## src/rtl/calc_cmd_sched.sv

```systemverilog
// calc_cmd_sched
// Command scheduler in front of the calculator core's cmd input. Two
// requesters (A: keypad decoder, B: script/self-test player) are
// round-robin arbitrated into a shared FIFO. Commands are then issued to
// the core one at a time, each paced by the core's 2-bit status. A core
// error or a stuck-busy timeout traps the scheduler in ERR and flushes the
// queue until err_clr is pulsed.
//
// Ports:
//   clock        in   system clock, rising edge
//   reset        in   synchronous, active-low reset
//   req_a/cmd_a  in   source A request and 4-bit command
//   ack_a        out  source A command accepted this cycle (combinational)
//   req_b/cmd_b  in   source B request and 4-bit command
//   ack_b        out  source B command accepted this cycle (combinational)
//   calc_status  in   00 idle, 01 busy, 10 error, 11 reserved (busy)
//   calc_cmd     out  registered command, one-cycle pulse per command,
//                     NOP_CMD otherwise
//   fifo_count   out  registered FIFO occupancy
//   sched_busy   out  FSM not in IDLE or FIFO not empty
//   err_flag     out  sticky error indication
//   err_timeout  out  qualifies err_flag: 1 = timeout, 0 = core error
//   err_clr      in   one-cycle pulse that releases ERR
//   dbg_state    out  current FSM state (0 IDLE, 1 WAIT, 2 ERR)
//
// Handshake: a requester raises req_x with a stable cmd_x and holds both
// until it sees ack_x high. The command is written into the FIFO at the
// rising edge that ends the cycle in which ack_x is high; ack_x depends
// combinationally on req_a/req_b and registered state only.

module calc_cmd_sched #(
  parameter int         DEPTH    = 8,
  parameter logic [3:0] NOP_CMD  = 4'hF,
  parameter int         MIN_WAIT = 2,
  parameter int         TIMEOUT  = 255
) (
  input  logic                     clock,
  input  logic                     reset,
  input  logic                     req_a,
  input  logic [3:0]               cmd_a,
  output logic                     ack_a,
  input  logic                     req_b,
  input  logic [3:0]               cmd_b,
  output logic                     ack_b,
  input  logic [1:0]               calc_status,
  output logic [3:0]               calc_cmd,
  output logic [$clog2(DEPTH):0]   fifo_count,
  output logic                     sched_busy,
  output logic                     err_flag,
  output logic                     err_timeout,
  input  logic                     err_clr,
  output logic [1:0]               dbg_state
);

  localparam int PW = $clog2(DEPTH);
  localparam int CW = PW + 1;
  localparam int TW = $clog2(TIMEOUT + 1);

  typedef enum logic [1:0] {
    ST_IDLE = 2'd0,
    ST_WAIT = 2'd1,
    ST_ERR  = 2'd2
  } state_t;

  state_t        state_q, state_d;
  logic [3:0]    mem_q [DEPTH];
  logic [3:0]    mem_d [DEPTH];
  logic [PW-1:0] wr_ptr_q, wr_ptr_d;
  logic [PW-1:0] rd_ptr_q, rd_ptr_d;
  logic [CW-1:0] count_q, count_d;
  logic [TW-1:0] wait_cnt_q, wait_cnt_d;
  logic [TW-1:0] wait_inc;
  logic [3:0]    calc_cmd_q, calc_cmd_d;
  logic          ptr_b_q, ptr_b_d;      // 1: B wins the next contested grant
  logic          err_flag_q, err_flag_d;
  logic          err_timeout_q, err_timeout_d;

  logic          push_ok;
  logic          push;
  logic          pop;
  logic [3:0]    push_data;

  // Arbitration and FIFO control. Full is judged on the registered count,
  // so a push is refused when full even if a pop happens in the same cycle.
  always_comb begin
    push_ok   = (state_q != ST_ERR) && (count_q < CW'(DEPTH));
    ack_a     = push_ok & req_a & (~req_b | ~ptr_b_q);
    ack_b     = push_ok & req_b & (~req_a | ptr_b_q);
    push      = ack_a | ack_b;
    push_data = ack_a ? cmd_a : cmd_b;
    pop       = (state_q == ST_IDLE) && (count_q != '0) && (calc_status == 2'b00);
  end

  always_comb begin
    state_d       = state_q;
    mem_d         = mem_q;
    wr_ptr_d      = wr_ptr_q;
    rd_ptr_d      = rd_ptr_q;
    count_d       = count_q;
    wait_inc      = wait_cnt_q + 1'b1;
    wait_cnt_d    = wait_cnt_q;
    calc_cmd_d    = NOP_CMD;
    ptr_b_d       = ptr_b_q;
    err_flag_d    = err_flag_q;
    err_timeout_d = err_timeout_q;

    // Only a contested grant moves the pointer, and it moves to the loser.
    if (push && req_a && req_b) begin
      ptr_b_d = ack_a;
    end

    if (push) begin
      mem_d[wr_ptr_q] = push_data;
      wr_ptr_d        = wr_ptr_q + 1'b1;
    end
    if (pop) begin
      rd_ptr_d = rd_ptr_q + 1'b1;
    end

    case ({push, pop})
      2'b10:   count_d = count_q + 1'b1;
      2'b01:   count_d = count_q - 1'b1;
      default: count_d = count_q;
    endcase

    case (state_q)
      ST_IDLE: begin
        if (pop) begin
          calc_cmd_d = mem_q[rd_ptr_q];
          wait_cnt_d = '0;
          state_d    = ST_WAIT;
        end
      end

      ST_WAIT: begin
        wait_cnt_d = wait_inc;
        if (calc_status == 2'b10) begin
          state_d       = ST_ERR;
          err_flag_d    = 1'b1;
          err_timeout_d = 1'b0;
        end else if (wait_inc == TW'(TIMEOUT)) begin
          // The counter reaches TIMEOUT at this edge: TIMEOUT cycles in WAIT.
          state_d       = ST_ERR;
          err_flag_d    = 1'b1;
          err_timeout_d = 1'b1;
        end else if ((wait_cnt_q >= TW'(MIN_WAIT - 1)) && (calc_status == 2'b00)) begin
          state_d = ST_IDLE;
        end

        // Entering ERR flushes the queue; this wins over a same-cycle push.
        if (state_d == ST_ERR) begin
          count_d  = '0;
          wr_ptr_d = '0;
          rd_ptr_d = '0;
        end
      end

      ST_ERR: begin
        if (err_clr) begin
          state_d       = ST_IDLE;
          err_flag_d    = 1'b0;
          err_timeout_d = 1'b0;
        end
      end

      default: begin
        state_d = ST_IDLE;
      end
    endcase
  end

  always_ff @(posedge clock) begin
    if (!reset) begin
      state_q       <= ST_IDLE;
      for (int i = 0; i < DEPTH; i++) begin
        mem_q[i] <= '0;
      end
      wr_ptr_q      <= '0;
      rd_ptr_q      <= '0;
      count_q       <= '0;
      wait_cnt_q    <= '0;
      calc_cmd_q    <= NOP_CMD;
      ptr_b_q       <= 1'b0;
      err_flag_q    <= 1'b0;
      err_timeout_q <= 1'b0;
    end else begin
      state_q       <= state_d;
      mem_q         <= mem_d;
      wr_ptr_q      <= wr_ptr_d;
      rd_ptr_q      <= rd_ptr_d;
      count_q       <= count_d;
      wait_cnt_q    <= wait_cnt_d;
      calc_cmd_q    <= calc_cmd_d;
      ptr_b_q       <= ptr_b_d;
      err_flag_q    <= err_flag_d;
      err_timeout_q <= err_timeout_d;
    end
  end

  assign calc_cmd    = calc_cmd_q;
  assign fifo_count  = count_q;
  assign sched_busy  = (state_q != ST_IDLE) || (count_q != '0);
  assign err_flag    = err_flag_q;
  assign err_timeout = err_timeout_q;
  assign dbg_state   = state_q;

endmodule

```

## config.mk

```make
export PLATFORM = sky130hd
export DESIGN_NAME = calc_cmd_sched
export DESIGN_NICKNAME = d
export VERILOG_FILES = /design/src/rtl/calc_cmd_sched.sv
export SDC_FILE = /design/constraint.sdc
export NUM_CORES = 1
export LEC_CHECK = 0
export BUFFER_PORTS_ARGS = -buffer_cell sky130_fd_sc_hd__buf_2
export CORE_MARGIN = 5
export CORE_UTILIZATION = 45
export DETAILED_ROUTE_END_ITERATION = 10
export SLEW_MARGIN = 15
export SYNTH_ARGS = -nofsm -noshare
export SYNTH_HDL_FRONTEND = slang
export SYNTH_SLANG_ARGS = --single-unit
```

## constraint.sdc

```tcl
create_clock -name clock -period 5.7 [get_ports clock]
set_input_delay 0 -clock clock [delete_from_list [all_inputs] [get_ports clock]]
set_output_delay 0 -clock clock [all_outputs]
set_load 0.05 [all_outputs]
```

# Word-level counts from Yosys, hierarchy flattened
# Index checks and enable logic that the tools add are counted.
dict set report word_totals {
  input_bits 15
  out_inout_bits 15
  regBits 59
  word_cells 99
}
dict set report classes {
  n_bitwise 12
  eq_ne 11
  n_reduce_logical 18
  mux 31
  order_cmp 5
  addsub 5
}
# cell count
set op_table {}
lappend op_table {{bitwise mux 32 bit} 1}
lappend op_table {{two-way mux 4 bit} 6}
lappend op_table {{two-way mux 3 bit} 6}
lappend op_table {{one-hot mux 8 bit (2 select lines)} 1}
lappend op_table {{binary-select mux 4 bit (select 3 bit)} 1}
lappend op_table {{demux 4 bit (select 3 bit)} 1}
lappend op_table {{two-way mux 2 bit} 6}
lappend op_table {{adder 8 x 1 -> 8 bit, second input constant} 1}
lappend op_table {{equality test 2 bit, second input constant} 4}
lappend op_table {{equality test 8 bit, second input constant} 1}
lappend op_table {{greater-or-equal comparator 4 bit, second input constant} 2}
lappend op_table {{greater-or-equal comparator 8 x 1 -> 1 bit, second input constant} 1}
lappend op_table {{two-way mux 8 bit} 1}
lappend op_table {{inverter 3 -> 4 bit} 2}
lappend op_table {{one-hot mux 4 bit (2 select lines)} 1}
lappend op_table {{logical AND 1 bit} 7}
lappend op_table {{adder 3 x 1 -> 3 bit, second input constant} 2}
lappend op_table {{inequality test 2 bit, second input constant} 3}
lappend op_table {{one-hot mux 2 bit (3 select lines)} 1}
lappend op_table {{AND reduction 3 bit} 2}
lappend op_table {{nonzero test 2 bit} 3}
lappend op_table {{adder 4 x 1 -> 4 bit, second input constant} 1}
lappend op_table {{bitwise AND 1 bit} 4}
lappend op_table {{equality test 2 x 1 -> 1 bit, second input constant} 2}
lappend op_table {{other kinds (12)} 22}

# Depth between registers and ports, before layout
dict set report depth {
  ltp_word 9
  mapped_depth 12
  mapped_depth_nobuf 11
}

# Least setup slack after synthesis
# Ideal clock, no wire load.
dict set report synth_path {
  kind {reg-to-reg}
  startpoint {register count_q[3] (netlist: fifo_count[3])}
  endpoint {register count_q[2] (netlist: fifo_count[2])}
  arrival_ns 2.798
  path_buffers 1
  period_less_slack_ns 2.884
  required_ns 5.614
  slack_ns 2.816
  stages_incl_launch_ff 13
  setup_time_ns 0.086
  cell_sequence {dfxtp_1 > or4_4 > nand3_1 > inv_1 > ha_1 > clkbuf_1 > xor2_1 > ha_1 > a21oi_1 > xor2_1 > nor2_1 > xnor2_1 > a211oi_1}
}
dict set report synth_via {
  elab_chain_cells 9
  elab_cells_between_ends 15
  classes_between {order compare: 1; eq/ne: 2; mux: 3; bitwise: 5; reduce/logical: 4}
}
# item line
set synth_lines {}
lappend synth_lines {{start, declared} 70} ;# logic [CW-1:0] count_q, count_d;
lappend synth_lines {{start signal, assigned} 191} ;# count_q <= count_d;
lappend synth_lines {{< comparator 4 bit} 86} ;# push_ok = (state_q != ST_ERR) && (count_q < CW'(DEPTH));
lappend synth_lines {{logical AND 1 bit} 86}
lappend synth_lines {{bitwise AND 1 bit (on tied branches) (2 in series)} {87, 88}}
lappend synth_lines {{bitwise OR 1 bit} 89} ;# push = ack_a | ack_b;
lappend synth_lines {{equality test 2 x 1 -> 1 bit / equality test 2 bit (equally long branches)} 120} ;# case ({push, pop})
lappend synth_lines {{one-hot mux 4 bit (2 select lines) *} 120}
lappend synth_lines {{two-way mux 4 bit} 151} ;# if (state_d == ST_ERR) begin
lappend synth_lines {{two-way mux 4 bit *} 126} ;# case (state_q)
# Mark *: on every way between the ends. The rest lies on a longest branch, timed or not.
# A chain may end at the register's enable or synchronous reset.

# Final worst setup path
# Same ends and word-level chain as after synthesis.

==> impl_metrics.ini <==
[sta]
rsz0062_at_grt = false
finalHoldViolations = 0
max_slew_margin = 0.3107
post-route-period-util = 0.4844
fin_ws_ps = 2939
slew_violations = 0
finalSetupViolations = 0
fin_crit_ps = 2761
worstMarginPinSlew_ps = 1027
fmax_ghz = 0.3622
setup_tns_ps = 0
fin_skew_ps = 9.647
worst_hold_slack_ps = 108.2

[clock_network]
cts_root_buffer = clkbuf_8
cts_buffer_depth = 2
clk_pin_slew_ps = 70
clock-sinks = 59
htree_levels = 3
tritoncts = yes
cts_buffers = 9
clk_latency_ps = 340

[global_routing]
first_global_vias = 2179
grt_max_degree = 44
antenna_found_initial = 0
overflow = 0
grt_pass1_wl_um = 10990
grt_use_total = 0.1638

[critical_path]
ff2ff_setup_slack_ps = 2940
worst_path_max_delay_cell = or4_4
cp-start-kind = flop
crit_required_ps = 5950
worst-r2r-cell-count = 11
path_cells = or4_4, nand3_1, inv_1, ha_1, xor2_1, ha_1, a21oi_1, xor2_1, nor2_1, xnor2_1, a211oi_1
critPathTopFamily = simple AND/OR/NAND/NOR gates
arrival_ps = 3010
cp_max_fo = 7
rr_startpoint = fifo_count[3]
worstSetupEndpointType = flop
critPathKind = flop to flop
reg2reg_to = fifo_count[2]
worst_path_largest_cell_delay_ps = 610
path_buf_inv = 1

[placed_design]
preCtsSetupSlack_ps = 2955
io_buffers = 29
dpl.hpwl_um = 4491
place.gp.congestion = 0.7818

[final_layout]
n_antenna_cell = 0
drive_gt1_frac = 0.2235
synthToLayoutAreaGrowth_pct = 13.59
num-fill-cells = 577
fin_nets = 368

[logic_synthesis]
ys_types = 50
synthXorXnorAreaFrac = 0.03191
synth_top_cell_by_area = dfxtp_1
synthFlopType = dfxtp_1
synth_compound_area_frac = 0.1264
synth_adder_area_share = 0.03730
synth_edf_count = 0
ys_seq_area_frac = 0.3912
yosysTopAreaCellShare = 0.3912
synthesis.nets = 342
synth_top_family_by_area = simple AND/OR/NAND/NOR gates
async_reset_ff_frac = 0
synth.area.top_cells = dfxtp_1 (39%), mux2i_1 (8.6%), mux4_2 (6.0%), nor2_1 (5.5%), nor3_2 (4.3%)
yosys-top-cells-count = dfxtp_1 (59), nor2_1 (44), mux2i_1 (26)
synth_seq_cells = 59
synth-simple-area-share = 0.2130
avgSynthCellArea_um2 = 9.494
yosysMostFrequentCell = dfxtp_1
syn_area_um2 = 3019
synth_cells = 318
synthMuxAreaShare = 0.1658
ys_warn_count = 0

[run]
cap_violations = 0

[detailed_routing]
first_pass_iters = 4
wl_um = 6532
avgRoutedWirePerCell_um = 15.33
vias = 2402
drc = 0
viasPerCell = 5.638
route.antenna.remaining_nets = 0
dr.first_iter.drc_count = 125

[run_status]
status = finished clean

[floorplan]
dieArea_um2 = 8447
io_pins = 30
num_rows = 29
die_width_um = 91.91
coreArea_um2 = 6422
initial_utilization = 0.4701
die_h_um = 91.91

[worst_hold_path]
hold_depth = 4
hp-start = cmd_a[3]
whs_endpoint = mem_q[27]
hold_class = primary input to flop

[power_and_ir_drop]
p_per_area_nw_per_um2 = 373.2
p_leak_nw = 1.406
worst_ir_drop_vdd_v = 0.0001856
[timing repair]
action | CTS | global route
hold buffers | 3 | 0
endpoints found under the hold margin | 4 | 0
resized for setup | 0 | 0
buffers inserted | 0 | 0
[metal layers]
metal	vias up	share of wire	GRT usage
li1	1196	-	-
met1	1129	0.49	0.2440
met2	67	0.44	0.2330
met3	10	0.056	0.02537
met4	0	0.017	0.07054
met5	-	0	0
[cell families after synthesis]
group                    after synthesis
buffers and inverters                 26
multiplexers                          38
XOR/XNOR                              11
AND/OR/NAND/NOR                      118
AO/OA/AOI/OAI                         57
adder cells (fa/ha/maj)                9
flip-flops                            59
[how the worst max path moves through the flow]
stage	from	end	slack, ps	cells past startpoint
final	fifo_count[3]	fifo_count[2]	2940	11
after global routing	fifo_count[3]	fifo_count[2]	2720	11
after CTS	fifo_count[3]	fifo_count[2]	2930	11
after detailed placement	fifo_count[3]	fifo_count[2]	2950	11
after global placement	fifo_count[3]	fifo_count[2]	3040	11
after floorplan	fifo_count[3]	fifo_count[2]	2820	12
[sequential cells by signal, summed over array words and instances (netlist names)]
register     flops
mem_q           32
wait_cnt_q       8
calc_cmd         4
fifo_count       4
rd_ptr_q         3
wr_ptr_q         3
dbg_state        2
err_flag         1
err_timeout      1
ptr_b_q          1
[tightest hold or removal path: cells and delay by family]
family                 cells  cell delay, ps
buffers and inverters      1              70
AND/OR/NAND/NOR            2             140
multiplexers               1             190
[layout by cell type, fill, tap and decap left out, types with 2 or more instances in the layout]
cell	netlist	layout
a21oi_1	18	18
xor2_1	7	7
xnor2_1	4	4
clkinv_4	0	3
nand3_1	9	9
and2_1	3	3
a41oi_1	2	2
nor3_2	13	13
inv_1	6	6
nand4_1	2	2
buf_4	0	2
mux2_4	4	4
nor2b_1	4	4
mux2i_1	26	26
nor3_1	4	4
nor2_1	44	44
nand4b_1	2	2
ha_1	9	9
dlygate4sd3_1	0	3
nand2b_1	3	3
a311oi_1	2	2
dfxtp_1	59	59
mux4_2	8	8
clkbuf_8	0	9
o21ai_0	12	12
nand2_1	24	24
a211oi_1	10	10
buf_2	3	29
a31oi_1	2	2
[per-stage QoR]
| stage | total power [mW] | util | area, um^2 | std cells |
|---|---|---|---|---|
| after global placement | 0.9040 | 0.4980 | 3198 | 407 |
| after detailed placement | 0.9055 | 0.4980 | 3198 | 407 |
| final | 1.280 | 0.5340 | 3430 | 426 |
| after floorplan | 0.8151 | - | 3019 | 318 |
| after CTS | 1.295 | 0.5340 | 3430 | 426 |
| after global routing | 1.355 | 0.5340 | 3430 | 426 |
[power breakdown]
group / switching [mW] / internal, mW / leakage, nW
Combinational: 0.245 / 0.142 / 0.827
Sequential: 0.0517 / 0.457 / 0.479
Clock: 0.179 / 0.204 / 0.0998
Total: 0.476 / 0.804 / 1.41
[cell type report]
cell class / count / area (um^2) / share of cell area
Tap cell: 77 / 96.34 / 0.02809
Clock inverter: 7 / 77.57 / 0.02262
Clock buffer: 9 / 123.9 / 0.03612
Multi-Input combinational cell: 233 / 1734 / 0.5057
Sequential cell: 59 / 1181 / 0.3444
Inverter: 7 / 26.28 / 0.007661
Timing Repair Buffer: 34 / 190.2 / 0.05545
(Power assumes the default switching activity.)
